### config.mk
export PLATFORM = sky130hd
export DESIGN_NAME = t06_wall_scan_arbiter
export DESIGN_NICKNAME = d
export VERILOG_FILES = /design/src/rtl/t06_wall_scan_arbiter.sv
export SDC_FILE = /design/constraint.sdc
export NUM_CORES = 1
export LEC_CHECK = 0
export BUFFER_PORTS_ARGS = -buffer_cell sky130_fd_sc_hd__buf_2
export CORE_MARGIN = 2
export CORE_UTILIZATION = 48
export CTS_BUF_LIST = sky130_fd_sc_hd__clkbuf_8
export DETAILED_ROUTE_END_ITERATION = 8
export PLACE_DENSITY = 0.82
export SYNTH_ARGS = -nofsm -noshare
export SYNTH_HDL_FRONTEND = slang
export SYNTH_SLANG_ARGS = --single-unit
### constraint.sdc
create_clock -name clk -period 5.1 [get_ports clk]
set_input_delay 0 -clock clk [delete_from_list [all_inputs] [get_ports clk]]
set_output_delay 0 -clock clk [all_outputs]
set_load 0.01 [all_outputs]
### src/rtl/t06_wall_scan_arbiter.sv
// Wall-collision checker sharing one position comparator between the snake-head
// and apple-spawn requesters, with round-robin grant and early-exit table scan.
module t06_wall_scan_arbiter #(
  parameter int NUM_WALLS = 25,
  parameter int POS_W     = 8,
  parameter int CNT_W     = 5
) (
  input  logic                       clk,
  input  logic                       nrst,
  input  logic [NUM_WALLS*POS_W-1:0] walls,
  input  logic [CNT_W-1:0]           wall_count,
  input  logic                       head_req,
  input  logic [POS_W-1:0]           head_pos,
  output logic                       head_done,
  output logic                       head_hit,
  input  logic                       apple_req,
  input  logic [POS_W-1:0]           apple_pos,
  output logic                       apple_done,
  output logic                       apple_hit,
  output logic                       busy
);

  typedef enum logic [1:0] {IDLE, SCAN, DONE} state_t;
  typedef enum logic {OWN_HEAD, OWN_APPLE} owner_t;

  state_t           state;
  owner_t           owner;
  owner_t           last_grant;
  logic [POS_W-1:0] pos_q;
  logic [CNT_W-1:0] limit_q;
  logic [CNT_W-1:0] idx;

  logic [POS_W-1:0] cur_wall;
  logic [CNT_W-1:0] limit_in;
  logic             grant_any;
  logic             grant_head;
  logic             match;
  logic             last_idx;
  logic             finish;
  logic             finish_hit;
  logic             finish_head;

  always_comb begin
    // NOTE: assign a default before the loop so no path leaves cur_wall unassigned (avoids a latch).
    cur_wall = '0;
    for (int i = 0; i < NUM_WALLS; i++) begin
      if (idx == CNT_W'(i)) cur_wall = walls[i*POS_W +: POS_W];
    end
  end

  assign limit_in   = (wall_count > CNT_W'(NUM_WALLS)) ? CNT_W'(NUM_WALLS) : wall_count;
  assign grant_any  = head_req || apple_req;
  // On a tie the requester that did not win last time gets the comparator.
  assign grant_head = head_req && (!apple_req || last_grant == OWN_APPLE);
  assign match      = (cur_wall == pos_q);
  assign last_idx   = (idx == limit_q - CNT_W'(1));

  // Result is known one cycle before DONE; outputs are registered on entry to DONE.
  assign finish      = (state == SCAN && (match || last_idx)) ||
                       (state == IDLE && grant_any && limit_in == '0);
  assign finish_hit  = (state == SCAN) && match;
  assign finish_head = (state == SCAN) ? (owner == OWN_HEAD) : grant_head;

  always_ff @(posedge clk or negedge nrst) begin
    if (!nrst) begin
      state      <= IDLE;
      owner      <= OWN_HEAD;
      last_grant <= OWN_APPLE;
      pos_q      <= '0;
      limit_q    <= '0;
      idx        <= '0;
      head_done  <= 1'b0;
      head_hit   <= 1'b0;
      apple_done <= 1'b0;
      apple_hit  <= 1'b0;
      busy       <= 1'b0;
    end else begin
      // NOTE: non-blocking assignments so every register updates from pre-edge values.
      head_done  <= 1'b0;
      apple_done <= 1'b0;
      if (finish) begin
        if (finish_head) begin
          head_done <= 1'b1;
          head_hit  <= finish_hit;
        end else begin
          apple_done <= 1'b1;
          apple_hit  <= finish_hit;
        end
      end

      case (state)
        IDLE: begin
          if (grant_any) begin
            owner      <= grant_head ? OWN_HEAD : OWN_APPLE;
            last_grant <= grant_head ? OWN_HEAD : OWN_APPLE;
            pos_q      <= grant_head ? head_pos : apple_pos;
            limit_q    <= limit_in;
            idx        <= '0;
            busy       <= 1'b1;
            state      <= (limit_in == '0) ? DONE : SCAN;
          end
        end
        SCAN: begin
          if (match || last_idx) state <= DONE;
          else                   idx   <= idx + CNT_W'(1);
        end
        DONE: begin
          busy  <= 1'b0;
          state <= IDLE;
        end
        default: state <= IDLE;
      endcase
    end
  end

endmodule

### Word level (Yosys, flattened, before mapping)

Index checks and enable logic that the tools add are counted.

| word-level totals | value |
|---|---|
| flip-flop bits (word level) | 27 |
| input port bits | 225 |
| output and inout port bits | 5 |
| word-level logic and storage cells | 110 |

| operators by class | value |
|---|---|
| $add $sub $neg | 2 |
| $lt $le $gt $ge | 1 |
| eq/ne operators | 31 |
| mux-type cells | 42 |
| bitwise operators | 2 |
| reduce and logical (&&, ||, !) cells | 21 |

Operators with widths:

| cell | count |
|---|---|
| $mux W8 | 26 |
| $eq A5 B5 Y1 const B | 9 |
| $eq A5 B4 Y1 const B | 8 |
| $eq A5 B3 Y1 const B | 4 |
| $mux W5 | 3 |
| $eq A5 B2 Y1 const B | 2 |
| $logic_not A5 Y1 | 2 |
| $pmux W5 S2 | 1 |
| $reduce_and A2 Y1 | 5 |
| $eq A8 B8 Y1 | 1 |
| $mux W1 | 7 |
| $mux W2 | 3 |
| $add A5 B1 Y5 const B | 1 |
| $eq A5 B1 Y1 const B | 1 |
| $eq A5 B5 Y1 | 1 |
| $gt A5 B5 Y1 const B | 1 |
| $logic_and A1 B1 Y1 | 5 |
| $sub A5 B1 Y5 const B | 1 |
| $logic_or A1 B1 Y1 | 4 |
| $ne A2 B2 Y1 const B | 2 |
| $pmux W2 S2 | 1 |
| $reduce_bool A2 Y1 | 2 |
| $reduce_and A3 Y1 | 1 |
| $eq A2 B1 Y1 const B | 1 |
| other kinds (6) | 7 |

### Longest topological paths before layout

Gate-level depths: netlist (run 1).

| depth | value |
|---|---|
| word-level depth | 31 |
| mapped depth | 17 |
| gate-level depth less buffers | 15 |

### Least setup slack after synthesis (run 1)

OpenSTA, ideal clock, no wires.

| timing | value |
|---|---|
| path kind | register -> register |
| from | reg idx[0] |
| to | reg idx[1] |
| setup time | 0.125 ns |
| arrival time | 3.426 ns |
| required time | 4.975 ns |
| path slack | 1.549 ns |
| stages on the path, launching flop included | 17 |
| path buffers | 2 |
| clock period less this slack | 3.551 ns |
| cells stage by stage | dfrtp_1 ha_1 buf_2 inv_1 clkbuf_1 nor3_1 ha_1 nor2_1 nand2_1 a211o_1 o221ai_1 mux2i_1 xnor2_1 and4_4 a41oi_4 nand2_2 mux2_4 |

| between the ends | value |
|---|---|
| cells in the longest elaborated chain, start to end | 30 |
| elaborated cells between the ends (all ways) | 58 |
| those cells by class | add/sub (1); eq/ne (27); mux (27); reduce/logical (3) |

Ends and longest elaborated chain:

| element | line | RTL |
|---|---|---|
| start: declaration | 31 | `logic [CNT_W-1:0] idx;` |
| start signal: assignment | 105 | `else idx <= idx + CNT_W'(1);` |
| $logic_not A5 Y1 | 47 | `if (idx == CNT_W'(i)) cur_wall = walls[i*POS_W +: POS_W];` |
| $mux W8 (25 in a row) | 47 |  |
| $eq A8 B8 Y1 | 55 | `assign match = (cur_wall == pos_q);` |
| $logic_or A1 B1 Y1 | 104 | `if (match \|\| last_idx) state <= DONE;` |
| $ne A2 B2 Y1 (no source line) | - |  |
| $reduce_and A3 Y1 (no source line) | - |  |

Several ways; a longest one is shown, not always the timed one. The select of a mux whose other input is x is not followed.
A chain may end at the register's enable or synchronous reset.

### Worst setup path in the final report (run 1)

Ends and elaborated chain as after synthesis.

==> flow_metrics.py, run 1 <==
metrics = {
    "place": {
        "routabilityCongestion": 1.12,
        "dpl_cell_area_mm2": 0.00564,
        "dp_hpwl_um": 17900,
        "numPortBuffers": 229,
    },
    "synthesis": {
        "syn_area_mm2": 0.00452,
        "yosysWarningCount": 0,
        "synth.yosys.seq_area_share_pct": 15.0,
        "postSynthAreaPerCell_um2": 7.05,
        "synth_edf_count": 0,
        "syn_inst": 641,
        "yosys.cell_types.count": 95,
        "synth_nets": 872,
        "postSynth.topFlopCell": "dfrtp_1",
        "asyncSetResetFlopFracSynth_pct": 100,
        "postSynthRegisterBits": 27,
    },
    "floorplanning": {
        "core_mm2": 0.00920,
        "die_h_um": 101,
        "io_pins": 230,
        "floorplan.die.width_um": 101,
        "fp-row-count": 35,
        "fp.dieArea_mm2": 0.0102,
        "initial_core_util_pct": 49.2,
    },
    "sta": {
        "setup_repair_after_global_routing_missed_its_margin": "no",
        "finalCriticalPeriod_ns": 4.49,
        "timing_max_transition_violations_final": 0,
        "finalSetupViolations": 0,
        "post-route-period-util_pct": 88.1,
        "fin_worst_skew_ns": 0.00730,
        "timing.final.hold_violations": 0,
        "timing.max_slew.rel_slack_pct": 20.6,
        "fin_setup_tns_ns": 0,
        "fmax_mhz": 223,
        "timing_worst_slew_pin_value_ns": 1.18,
    },
    "pwr": {
        "tot_pwr_mw": 2.98,
        "cellPowerDensity_mw_per_mm2": 519,
        "p_leak_nw": 2.65,
        "irDropWorstVdd_v": 0.000430,
    },
    "route": {
        "drcViolationCount": 0,
        "detailedRoute.firstPassIterationCount": 8,
        "drt_iter0_drc": 944,
        "vias_per_cell": 7.00,
        "wire_per_inst_um": 24.2,
        "drtAntennaViolNets": 0,
        "vias": 6643,
        "drt-total-wl_um": 23000,
    },
    "cts": {
        "clock_tree_from_tritoncts": "yes",
        "h-tree-depth": 1,
        "worst_skew_pair.late_latency_ns": 0.28,
        "cts.path.max_buffers": 2,
        "postCtsSetupRepairBufs": 0,
        "clkTransAtPathRegs_ns": 0.09,
        "tritoncts.num_buffers": 3,
        "clockRootBuffer": "clkbuf_8",
        "clock_sinks": 27,
    },
    "grt": {
        "grt_first_pass_wirelength_um": 33900,
        "globalRouteTotalUtil_pct": 42.9,
        "grt_max_degree": 51,
        "grt-ovfl-total": 0,
        "antenna_violations_before_repair": 0,
        "number_of_global_route_vias_before_repair": 6184,
    },
    "critical_path": {
        "timing.critical_path.arrival_ns": 4.66,
        "required_time_worst_endpoint_ns": 5.27,
        "setup.worst_path.class": "reg2reg",
        "crit_path_end_kind": "flop",
        "critical_path_source_type": "flop",
        "maximum_fanout_encountered_on_the_critical_timing_path": 25,
    },
    "cells_and_area": {
        "final_cell_mix": "229 x buf_2, 77 x nand2_1, 54 x nor2_1",
        "area_growth_pct": 26.8,
        "most_common_library_cell_in_the_layout_ignoring_fill_and_taps": "buf_2",
        "drive_gt1_share_pct": 33.3,
        "finalNetCount": 1070,
        "finalInstanceArea_mm2": 0.00573,
        "n_antenna_cell": 0,
    },
    "worst_hold_path": {
        "worst_hold_path_type": "in2reg",
    },
    "run_status": {
        "outcome": "complete, no violations",
    },
    "flow_run": {
        "drv.max_cap_violation_count": 0,
    },
}
==> layout make-up <==
type / instances / area [µm²]
tap: 111 / 139
clock buffer: 3 / 41.3
fill: 861 / 3460
sequential: 27 / 677
timing repair buffer: 248 / 1300
clock inverter: 1 / 5.00
inverter: 29 / 109
multi-input combinational: 530 / 3460
==> synth_stat cells (all sizes together) (8+ instances only) <==
master | number | share of area (%)
nand3 | 20 | 2.2
nor2 | 54 | 4.5
a211oi | 15 | 2.6
a21oi | 41 | 4.5
a22oi | 11 | 1.8
nand2b | 10 | 1.4
o21ai | 48 | 5.3
nand2 | 79 | 6.7
clkbuf | 24 | 2.0
mux2i | 13 | 2.9
inv | 28 | 2.3
o221ai | 11 | 2.1
dfrtp | 26 | 14
o22ai | 14 | 2.1
a32oi | 10 | 1.9
a221oi | 8 | 1.5
nand4 | 11 | 1.5
buf | 31 | 4.1
o32ai | 8 | 1.7
nor3 | 20 | 2.6
==> critical path, cell delays in order, from the launching register on <==
cell and delay [ns]:
dfrtp_1 0.48, inv_1 0.12, ha_1 0.55, and2b_2 0.45, a32oi_1 0.26, o22ai_1 0.14
a211oi_1 0.30, o221ai_1 0.21, a211oi_1 0.67, nor3_1 0.13, a211oi_2 0.34, a41oi_4 0.21
nand2_2 0.19, mux2_4 0.31
==> power breakdown <==
part	total (mW)	switching, mW	internal (mW)	leakage (nW)
clock network	0.121	0.0666	0.0548	0.0255
registers	0.419	0.109	0.310	0.324
logic	2.44	1.52	0.914	2.30
==> state kept, by name (all words and copies together), names as in the netlist <==
| signal | cells |
|---|---|
| limit_q | 5 |
| idx | 5 |
| last_grant | 1 |
| busy | 1 |
| head_done | 1 |
| pos_q | 8 |
| head_hit | 1 |
| apple_done | 1 |
| owner | 1 |
| apple_hit | 1 |
| state | 2 |
==> path summary, 6_finish.rpt <==
path	from	end	slack (ns)	cells after the start
setup reg to reg	idx[0]	idx[1]	0.61	13
min in group asynchronous	nrst	head_done	0.26	2
max in group asynchronous	nrst	pos_q[4]	4.45	2
setup / recovery	idx[0]	idx[1]	0.61	13
hold reg to reg	last_grant	last_grant	0.51	2
hold / removal	head_pos[1]	pos_q[1]	0.007	3
==> cells by family (layout without fill, tap and decap cells) <==
group	after synthesis	count (layout)	synth area share, %
buffers and inverters	84	281	8.52
and+or+nand+nor	259	259	30.8
AOI/OAI and AO/OA	241	241	38.9
muxes	14	14	3.21
DFF	27	27	15.0
adders and majority gates	6	6	1.66
xor gates and xnor gates	10	10	1.94
==> through the flow <==
| stage | hold slack, ns | setup WS (ns) | std cells | util, % |
|---|---|---|---|---|
| floorplan | -0.296 | 1.55 | 641 | - |
| detailed placement | 0.0326 | 0.801 | 940 | 61.3 |
| CTS | 0.0135 | 0.766 | 949 | 62.3 |
| finish | 0.00738 | 0.607 | 949 | 62.3 |
| global placement | 0.0200 | 0.865 | 940 | 61.3 |
| global route | 0.0322 | 0.481 | 949 | 62.3 |
==> timing repair <==
| item | CTS | global route |
|---|---|---|
| hold buffers | 5 | 0 |
| gates resized for setup | 0 | 0 |
| endpoints found under the hold margin | 30 | 0 |
==> per-layer routing <==
| layer | part of all wire [%] | track usage (%) | up-vias |
|---|---|---|---|
| met5 | 0 | 0 | - |
| met4 | 5.3 | 16.8 | 0 |
| met3 | 13 | 9.99 | 110 |
| met2 | 43 | 67.0 | 595 |
| met1 | 38 | 57.2 | 3072 |
| li1 | - | - | 2866 |
No activity file was read; power rests on OpenSTA's default activity.
==> run 2, diff against run 1 <==
CORE_UTILIZATION = 35   (was 48)
PLACE_DENSITY = 0.62   (was 0.82)
==> run 2 against run 1 <==
  * Sequential share of layout area shrank 0.24 points
  * Via count shrank 4.6%
  * Clock skew grew 0.0087 ns
  * Worst hold slack gained 0.0033 ns
  * Cell area grew 2.1%
==> flow_metrics.py, run 2 (synthesis results as in run 1) <==
metrics = {
    "run_status": {
        "outcome": "complete, no violations",
    },
    "sta": {
        "timing_worst_slew_pin_value_ns": 0.913,
        "setup_repair_after_global_routing_missed_its_margin": "no",
        "timing.final.hold_violations": 0,
        "timing.max_slew.rel_slack_pct": 39.1,
        "finalCriticalPeriod_ns": 4.47,
        "fin_setup_tns_ns": 0,
        "whs_ns": 0.0107,
        "post-route-period-util_pct": 87.6,
        "finalSetupViolations": 0,
        "fmax_mhz": 224,
        "fin_worst_skew_ns": 0.0160,
        "worst_slack_ns": 0.631,
        "timing_max_transition_violations_final": 0,
    },
    "pwr": {
        "irDropWorstVdd_v": 0.000275,
        "sequentialPowerShare_pct": 14.0,
        "p_switching_mw": 1.66,
        "switching_share_pct": 56.3,
        "power.share.clock_pct": 4.4,
        "cellPowerDensity_mw_per_mm2": 504,
        "p_leak_nw": 2.66,
        "internal_power_mw": 1.29,
        "pwr-share-comb_pct": 81.5,
    },
    "route": {
        "vias_per_cell": 6.25,
        "vias": 6335,
        "drtAntennaViolNets": 0,
        "wire_per_inst_um": 22.5,
        "drt_iter0_drc": 820,
        "drt-total-wl_um": 22800,
        "drcViolationCount": 0,
        "detailedRoute.firstPassIterationCount": 6,
    },
    "critical_path": {
        "worst_path_max_delay_cell": "ha_1",
        "critPathMostFrequentCell": "a21oi_1",
        "crit_buf_inv": 2,
        "timing.critical_path.arrival_ns": 4.65,
        "maximum_fanout_encountered_on_the_critical_timing_path": 21,
        "slowest_delay_ns": 0.77,
        "required_time_worst_endpoint_ns": 5.29,
        "crit_path_end_kind": "flop",
        "critical-path-top-delay-family": "compound AO/OA/AOI/OAI gates",
        "crit_path_cell_trace": "inv_1 -> ha_1 -> buf_4 -> a21oi_1 -> a2111oi_0 -> a211o_1 -> a21oi_1 -> o221ai_1 -> a21oi_1 -> a211oi_1 -> mux2i_1 -> a41oi_4 -> nand2_2 -> mux2_4",
        "setup.worst_path.class": "reg2reg",
        "critical_path_source_type": "flop",
    },
    "grt": {
        "grt-ovfl-total": 0,
        "antenna_violations_before_repair": 0,
        "globalRouteTotalUtil_pct": 31.1,
        "grt_max_degree": 51,
        "grt-busiest-layer": "met2",
        "grt_use_met1_pct": 40.1,
        "grt_util_met2_pct": 50.1,
        "gr-usage-met3_pct": 7.22,
        "grt_first_pass_wirelength_um": 34300,
        "number_of_global_route_vias_before_repair": 6119,
    },
    "cells_and_area": {
        "finish.cell_count_without_fillers": 1014,
        "most_common_library_cell_in_the_layout_ignoring_fill_and_taps": "buf_2",
        "final_cell_mix": "229 x buf_2, 77 x nand2_1, 54 x nor2_1",
        "largest_reg_flops": 8,
        "drive_gt1_share_pct": 33.6,
        "finalInstanceArea_mm2": 0.00585,
        "n_antenna_cell": 0,
        "finalNetCount": 1074,
        "biggestRegsByFlops": "pos_q x8, idx x5, limit_q x5",
        "registers.top_by_ff_count": "pos_q",
        "area_growth_pct": 29.4,
        "fillCellCount": 1378,
    },
    "floorplanning": {
        "fp-row-count": 41,
        "core_mm2": 0.0126,
        "fp.dieArea_mm2": 0.0138,
        "die_h_um": 118,
        "initial_core_util_pct": 35.8,
        "floorplan.die.width_um": 118,
        "io_pins": 230,
    },
    "place": {
        "numPortBuffers": 229,
        "dp_hpwl_um": 18200,
        "dpl_cell_area_mm2": 0.00574,
        "routabilityCongestion": 1.04,
        "preCtsSetupSlack_ns": 0.855,
        "dpl.cell_count": 1004,
    },
    "cts": {
        "worst_skew_pair.late_latency_ns": 0.29,
        "clockRootBuffer": "clkbuf_8",
        "cts.path.max_buffers": 2,
        "tritoncts.num_buffers": 3,
        "h-tree-depth": 1,
        "clock_sinks": 27,
        "clkTransAtPathRegs_ns": 0.11,
        "cts_resized": 0,
        "clock_tree_from_tritoncts": "yes",
    },
    "flow_run": {
        "drv.max_cap_violation_count": 0,
    },
    "worst_hold_path": {
        "worst_hold_path_type": "in2reg",
    },
}
-- run 2: cell count changes in the layout (fill, tap and decap cells not counted) --
| cell | previous run | this run |
|---|---|---|
| buf_4 | 14 | 17 |
| clkinv_2 | 1 | 0 |
| dlygate4sd3_1 | 5 | 6 |
| inv_6 | 0 | 1 |
| nor4bb_1 | 3 | 2 |
| nor4bb_2 | 0 | 1 |
-- run 2: final cells by class --
class	instances	area, µm²	area share, %
Clock inverter	1	8.76	0.150
Clock buffer	3	41.3	0.706
Multi-Input combinational cell	530	3470	59.2
Sequential cell	27	677	11.6
Timing Repair Buffer	252	1330	22.8
Tap cell	172	215	3.68
Inverter	29	109	1.86
-- run 2: what timing repair did --
action / CTS / global route
hold buffers: 6 / 0
buffers inserted: 0 / 0
hold endpoints to repair: 31 / 0
-- run 2: final timing paths --
check,start,endpoint,slack [ns],depth (start not counted)
hold reg to reg,limit_q[4],limit_q[4],0.51,2
setup / recovery,idx[0],idx[1],0.63,14
max in group asynchronous,nrst,pos_q[5],4.45,2
setup reg to reg,idx[0],idx[1],0.63,14
min in group asynchronous,nrst,busy,0.24,2
hold / removal,head_pos[7],pos_q[7],0.01,3
-- run 2: tightest hold or removal path, stage by stage --
cell,delay [ns]
buf_2,0.07
mux2i_1,0.05
o21ai_0,0.13
-- run 2: metrics by stage --
stage | util [%] | power (mW)
after floorplan | - | 2.04
after global placement | 45.5 | 2.73
after detailed placement | 45.5 | 2.73
after CTS | 46.4 | 2.87
after global routing | 46.4 | 3.12
final | 46.4 | 2.95
-- run 2: power groups by stage --
stage	Sequential [mW]	Combinational, mW	Clock [mW]
final	0.414	2.40	0.130
after CTS	0.411	2.33	0.133
after global placement	0.411	2.32	0
after global routing	0.429	2.55	0.140
after floorplan	0.388	1.65	0
after detailed placement	0.414	2.31	0
-- run 2: metal layers --
layer	part of all wire [%]	up-vias	wire length, µm
met4	4.6	0	1060
met5	0	-	0
met2	44	521	10000
met3	12	77	2740
li1	-	2874	-
met1	39	2863	8970
